==> src/rtl/serdes_pkg.sv <==
// Types and constants shared by the serial link receiver and its matching transmitter.
package serdes_pkg;

    typedef enum logic {
        IDLE = 1'b0,
        RECV = 1'b1
    } rx_state_t;

    // Bit-order encoding carried on lsb_first.
    localparam logic ORDER_MSB_FIRST = 1'b0;
    localparam logic ORDER_LSB_FIRST = 1'b1;

endpackage

==> src/rtl/serial_word_receiver_if.sv <==
// Serial-in / parallel-out bundle: the serial link plus the word handshake and status.
interface serial_word_receiver_if #(
    parameter int WIDTH = 4
);
    logic             ser_in;
    logic             ser_valid;
    logic             frame_start;
    logic             lsb_first;
    logic [WIDTH-1:0] data_out;
    logic             data_valid;
    logic             data_ready;
    logic             busy;
    logic             frame_err;
    logic             overrun;
    logic             clr_err;

    // Driver of the serial link and consumer of words.
    modport master (
        output ser_in, ser_valid, frame_start, lsb_first, data_ready, clr_err,
        input  data_out, data_valid, busy, frame_err, overrun
    );

    // The receiver itself.
    modport slave (
        input  ser_in, ser_valid, frame_start, lsb_first, data_ready, clr_err,
        output data_out, data_valid, busy, frame_err, overrun
    );
endinterface

==> src/rtl/serial_word_receiver.sv <==
// Deserializes WIDTH-bit frames (MSB- or LSB-first per frame) into a one-entry
// output buffer with valid/ready handshake, abort detection and sticky overrun.
module serial_word_receiver
    import serdes_pkg::*;
#(
    parameter int WIDTH = 4,
    parameter int CNT_W = $clog2(WIDTH + 1)
) (
    input  logic                   clk,
    input  logic                   rst,
    serial_word_receiver_if.slave  rx
);

    localparam logic [CNT_W-1:0] CNT_ONE  = CNT_W'(1);
    localparam logic [CNT_W-1:0] CNT_LAST = CNT_W'(WIDTH);

    rx_state_t        state_reg, state_next;
    logic [CNT_W-1:0] cnt_reg, cnt_next;
    logic [WIDTH-1:0] sh_reg, sh_next;
    logic             order_reg, order_next;
    logic [WIDTH-1:0] data_reg, data_next;
    logic             valid_reg, valid_next;
    logic             ferr_reg, ferr_next;
    logic             ovr_reg, ovr_next;

    logic             start_bit;
    logic [WIDTH-1:0] shift_src;
    logic             shift_order;
    logic [WIDTH-1:0] msb_shift, lsb_shift, shifted;
    logic [CNT_W-1:0] cnt_inc;
    logic             last_bit;
    logic             complete;
    logic             buf_free;
    logic             ovr_set;

    // A start bit always begins from an empty register, whether it opens a
    // frame from IDLE or aborts one in RECV.
    assign start_bit   = rx.ser_valid && rx.frame_start;
    assign shift_src   = start_bit ? '0 : sh_reg;
    assign shift_order = start_bit ? rx.lsb_first : order_reg;

    genvar gi;
    generate
        for (gi = 0; gi < WIDTH; gi++) begin : g_shift
            if (gi == 0) begin : g_msb_in
                assign msb_shift[gi] = rx.ser_in;
            end else begin : g_msb_mv
                assign msb_shift[gi] = shift_src[gi-1];
            end
            if (gi == WIDTH - 1) begin : g_lsb_in
                assign lsb_shift[gi] = rx.ser_in;
            end else begin : g_lsb_mv
                assign lsb_shift[gi] = shift_src[gi+1];
            end
        end
    endgenerate

    assign shifted  = (shift_order == ORDER_LSB_FIRST) ? lsb_shift : msb_shift;
    assign cnt_inc  = cnt_reg + CNT_ONE;
    assign last_bit = (cnt_inc == CNT_LAST);

    // State register
    always_ff @(posedge clk) begin
        if (rst) begin
            state_reg <= IDLE;
        end else begin
            state_reg <= state_next;
        end
    end

    // Next-state logic
    always_comb begin
        state_next = state_reg;
        case (state_reg)
            IDLE: begin
                if (start_bit) begin
                    state_next = RECV;
                end
            end
            RECV: begin
                if (rx.ser_valid && !rx.frame_start && last_bit) begin
                    state_next = IDLE;
                end
            end
            default: state_next = IDLE;
        endcase
    end

    // Datapath / output next values
    always_comb begin
        cnt_next   = cnt_reg;
        sh_next    = sh_reg;
        order_next = order_reg;
        ferr_next  = 1'b0;
        complete   = 1'b0;
        case (state_reg)
            IDLE: begin
                if (start_bit) begin
                    sh_next    = shifted;
                    cnt_next   = CNT_ONE;
                    order_next = rx.lsb_first;
                end
            end
            RECV: begin
                if (start_bit) begin
                    // Restart wins even on what would have been the completing bit.
                    sh_next    = shifted;
                    cnt_next   = CNT_ONE;
                    order_next = rx.lsb_first;
                    ferr_next  = 1'b1;
                end else if (rx.ser_valid) begin
                    sh_next  = shifted;
                    cnt_next = cnt_inc;
                    if (last_bit) begin
                        complete = 1'b1;
                        cnt_next = '0;
                    end
                end
            end
            default: begin
                cnt_next = '0;
            end
        endcase

        buf_free   = !valid_reg || rx.data_ready;
        data_next  = data_reg;
        valid_next = valid_reg;
        ovr_set    = 1'b0;
        if (complete) begin
            if (buf_free) begin
                data_next  = shifted;
                valid_next = 1'b1;
            end else begin
                ovr_set = 1'b1;
            end
        end else if (rx.data_ready && valid_reg) begin
            valid_next = 1'b0;
        end

        ovr_next = ovr_set || (ovr_reg && !rx.clr_err);
    end

    always_ff @(posedge clk) begin
        if (rst) begin
            cnt_reg   <= '0;
            sh_reg    <= '0;
            order_reg <= ORDER_MSB_FIRST;
            data_reg  <= '0;
            valid_reg <= 1'b0;
            ferr_reg  <= 1'b0;
            ovr_reg   <= 1'b0;
        end else begin
            cnt_reg   <= cnt_next;
            sh_reg    <= sh_next;
            order_reg <= order_next;
            data_reg  <= data_next;
            valid_reg <= valid_next;
            ferr_reg  <= ferr_next;
            ovr_reg   <= ovr_next;
        end
    end

    assign rx.data_out   = data_reg;
    assign rx.data_valid = valid_reg;
    assign rx.busy       = (state_reg == RECV);
    assign rx.frame_err  = ferr_reg;
    assign rx.overrun    = ovr_reg;

endmodule

==> src/flat_wrapper.sv <==
// flat-port wrapper written by rule: the top's interface ports become plain ports
module serial_word_receiver_flat import serdes_pkg::*;
#(
    parameter int WIDTH = 4,
    parameter int CNT_W = $clog2(WIDTH + 1)
)
  (clk, rst, rx_ser_in, rx_ser_valid, rx_frame_start, rx_lsb_first, rx_data_ready, rx_clr_err, rx_data_out, rx_data_valid, rx_busy, rx_frame_err, rx_overrun);
  serial_word_receiver_if #(.WIDTH(WIDTH)) rx_i ();
  input  logic clk;
  input  logic rst;
  input wire logic [$bits(rx_i.ser_in)-1:0] rx_ser_in;
  input wire logic [$bits(rx_i.ser_valid)-1:0] rx_ser_valid;
  input wire logic [$bits(rx_i.frame_start)-1:0] rx_frame_start;
  input wire logic [$bits(rx_i.lsb_first)-1:0] rx_lsb_first;
  input wire logic [$bits(rx_i.data_ready)-1:0] rx_data_ready;
  input wire logic [$bits(rx_i.clr_err)-1:0] rx_clr_err;
  output wire logic [$bits(rx_i.data_out)-1:0] rx_data_out;
  output wire logic [$bits(rx_i.data_valid)-1:0] rx_data_valid;
  output wire logic [$bits(rx_i.busy)-1:0] rx_busy;
  output wire logic [$bits(rx_i.frame_err)-1:0] rx_frame_err;
  output wire logic [$bits(rx_i.overrun)-1:0] rx_overrun;
  assign rx_i.ser_in = rx_ser_in;
  assign rx_i.ser_valid = rx_ser_valid;
  assign rx_i.frame_start = rx_frame_start;
  assign rx_i.lsb_first = rx_lsb_first;
  assign rx_i.data_ready = rx_data_ready;
  assign rx_i.clr_err = rx_clr_err;
  assign rx_data_out = rx_i.data_out;
  assign rx_data_valid = rx_i.data_valid;
  assign rx_busy = rx_i.busy;
  assign rx_frame_err = rx_i.frame_err;
  assign rx_overrun = rx_i.overrun;
  serial_word_receiver #(.WIDTH(WIDTH), .CNT_W(CNT_W)) u_core (.clk(clk), .rst(rst), .rx(rx_i));
endmodule
==> config.mk <==
export PLATFORM = sky130hd
export DESIGN_NAME = serial_word_receiver_flat
export DESIGN_NICKNAME = d
export VERILOG_FILES = /design/src/rtl/serdes_pkg.sv /design/src/rtl/serial_word_receiver_if.sv /design/src/rtl/serial_word_receiver.sv /design/src/flat_wrapper.sv
export SDC_FILE = /design/constraint.sdc
export NUM_CORES = 1
export LEC_CHECK = 0
export ABC_AREA = 1
export BUFFER_PORTS_ARGS = -buffer_cell sky130_fd_sc_hd__buf_2
export CAP_MARGIN = 20
export CELL_PAD_IN_SITES_DETAIL_PLACEMENT = 1
export CELL_PAD_IN_SITES_GLOBAL_PLACEMENT = 2
export CORE_AREA = 2 2 53 55
export DETAILED_ROUTE_END_ITERATION = 6
export DIE_AREA = 0 0 55 57
export GPL_TIMING_DRIVEN = 0
export HOLD_SLACK_MARGIN = 0.02
export PLACE_DENSITY = 0.9
export SLEW_MARGIN = 15
export SYNTH_ARGS = -nofsm -noshare
export SYNTH_HDL_FRONTEND = slang
export SYNTH_SLANG_ARGS = --single-unit
==> constraint.sdc <==
create_clock -name clk -period 2.71 [get_ports clk]
set_clock_uncertainty 0.1 [all_clocks]
set_input_delay 0.4065 -clock clk [delete_from_list [all_inputs] [get_ports clk]]
set_output_delay 0.4065 -clock clk [all_outputs]
set_load 0.02 [all_outputs]
==> results_dict.tcl <==
set metrics [dict create \
    outcome "completed" \
    end_kind "primary output" \
    cts_setup_buffers 0 \
    fin_crit_ns 1.408 \
    synthCells 106 \
    fp.dieH_um 57 \
    setup_viol 0 \
    cp-start-kind "flip-flop" \
    syn_area_um2 743.2 \
    power_density_nw_per_um2 483.7 \
    cts_tree "built" \
    clk_latency_ns 0.30 \
    ant_nets 0 \
    wl_per_cell_um 11.28 \
    vias 710 \
    overflow 0 \
    setup_slack_ns 1.302 \
    hold_buffers 0 \
    power_frac_comb 0.097 \
    leakagePower_nw 0.4431 \
    clockBufferDepth 2 \
    power_w 0.0004231 \
    hold_viol_final 0 \
    power_frac_clock 0.320 \
    fin_area_um2 874.6 \
    max_stage_delay_ns 0.41 \
    routabilityCongestion 0.7821 \
    critPathArrivalTime_ns 0.90 \
    final_common_cell "nand2_1" \
    core_area_um2 2615 \
    synth.distinct_cells 15 \
    slowest_stage "dfxtp_1" \
    start_util 0.2842 \
    synth_nets 117 \
    io_pins 16 \
    cts_made_buffers 3 \
    min_path_type "input pin to flip-flop" \
    final-max-slew-violation-count 0 \
    switching_share 0.2737 \
    mostFrequentLayoutCells "30 x nand2_1, 17 x inv_1, 16 x dfxtp_1, 15 x buf_2, 14 x nor2_1" \
    port_buffers 14 \
    worst_pin_slew_ns 0.2481 \
    diodes 0 \
    crit_chain "buf_2" \
    clk_transition_reported_paths_ns 0.09 \
    final_nets 136 \
    synth-seq-cells 16 \
    path_max_fanout 4 \
    wirelength_um 1737 \
    cts_root_buffer "clkbuf_4" \
    cp_num_buf_inv 1 \
    dieWidth_um 55 \
    required_ns 2.20 \
    path_delay_family "flip-flops" \
    fillers 341 \
    grt_max_degree 11 \
    htreeDepth 1 \
    drive_above_1_share 0.1707 \
    placed_cell_area_um2 852.1 \
    dieArea_um2 3135 \
    hpwlAfterDp_um 1351 \
    cts_resized 0 \
    seq_power_share 0.583 \
    grt_use_total 0.1291 \
    drt_first_iter_violations 7 \
    grt_pass1_wl_um 2946 \
    relSlewSlack 0.8342 \
    dp_slack_ns 1.208 \
    avgSynthCellArea_um2 7.011 \
    cts.sinks 16 \
    area_growth_pct 17.68 \
    intPower_w 0.0003073 \
    yosysWarnings 0 \
    viasPerCell 4.610 \
    fmax_ghz 0.7103 \
    ys_seq_area_frac 0.4310 \
    row_count 19 \
    antenna_found_initial 0 \
    drc 0 \
    post-route-period-util 0.5195 \
    drv_cap 0 \
    vdd_drop_max_mv 0.1671 \
    critical_path_class "flip-flop to primary output" \
    drt_first_pass_iters 2 \
    first_global_vias 704 \
    p_switching_w 0.0001158 \
    timing.setup.tns_ns 0 \
    rsz0062_at_grt "false" \
]
==> cell families after synthesis <==
| kind of cell | share of synthesized area |
|---|---|
| simple gates | 0.3283 |
| buf+inv | 0.09258 |
| flops | 0.4310 |
| compound gates | 0.09764 |
| fa+ha+maj | 0.05051 |
==> synthesized netlist by cell type (all sizes together) <==
master	count	area, um2
a21oi	9	45.04
buf	1	5.000
dfxtp	16	320.3
ha	3	37.54
inv	17	63.81
nand2	31	118.9
nand3	7	47.55
nand3b	1	7.510
nand4	1	6.260
nor2	15	63.81
o211ai	1	7.510
o21ai	4	20.02
==> worst register-to-register path: cells and delay by family (launching register included) <==
| kind | cells | cell delay (ns) |
|---|---|---|
| adders and majority gates | 2 | 0.46 |
| DFF | 1 | 0.37 |
| and+or+nand+nor | 3 | 0.35 |
==> metal layers <==
layer	vias up	share of wire	global-route usage
met5	-	0	0
met4	0	0.026	0.07317
met3	5	0.017	0.01571
met2	8	0.50	0.2194
met1	327	0.45	0.1508
li1	370	-	-
==> cell type report <==
type / count / area, um2 / area share
inverters: 17 / 63.81 / 0.07296
well taps: 31 / 38.79 / 0.04435
clock buffers: 3 / 22.52 / 0.02575
flip-flops and latches: 16 / 320.3 / 0.3662
plain buffers: 1 / 5.005 / 0.005722
repair buffers: 14 / 70.07 / 0.08011
multi-input cells: 72 / 354.1 / 0.4049
==> stage by stage <==
stage,util,hold WS [ns],instances
floorplan,-,0.3479,106
global placement,0.3258,0.3525,151
detailed placement,0.3258,0.3615,151
CTS,0.3345,0.2550,154
global route,0.3345,0.2649,154
finish,0.3345,0.2501,154
==> worst paths after layout <==
kind | end | startpoint | cells after the start | slack, ns
max reg2reg | u_core.rx.data_out[1]$_SDFFE_PP0P_ | u_core.cnt_reg[0]$_SDFFE_PP0P_ | 5 | 1.33
min reg2reg | u_core.rx.overrun$_SDFF_PP0_ | u_core.rx.overrun$_SDFF_PP0_ | 2 | 0.37
min | u_core.rx.overrun$_SDFF_PP0_ | rx_clr_err | 4 | 0.25
max | rx_busy | u_core.rx.busy$_SDFF_PP0_ | 1 | 1.30
==> power by group through the flow <==
| stage | Combinational (W) | Sequential (W) | Clock [W] |
|---|---|---|---|
| finish | 0.0000412 | 0.000247 | 0.000135 |
| global route | 0.0000477 | 0.000248 | 0.000146 |
| CTS | 0.0000418 | 0.000247 | 0.000136 |
| detailed placement | 0.0000416 | 0.000252 | 0 |
| global placement | 0.0000404 | 0.000252 | 0 |
| floorplan | 0.0000255 | 0.000252 | 0 |
Power figures use the tool's default switching activity.
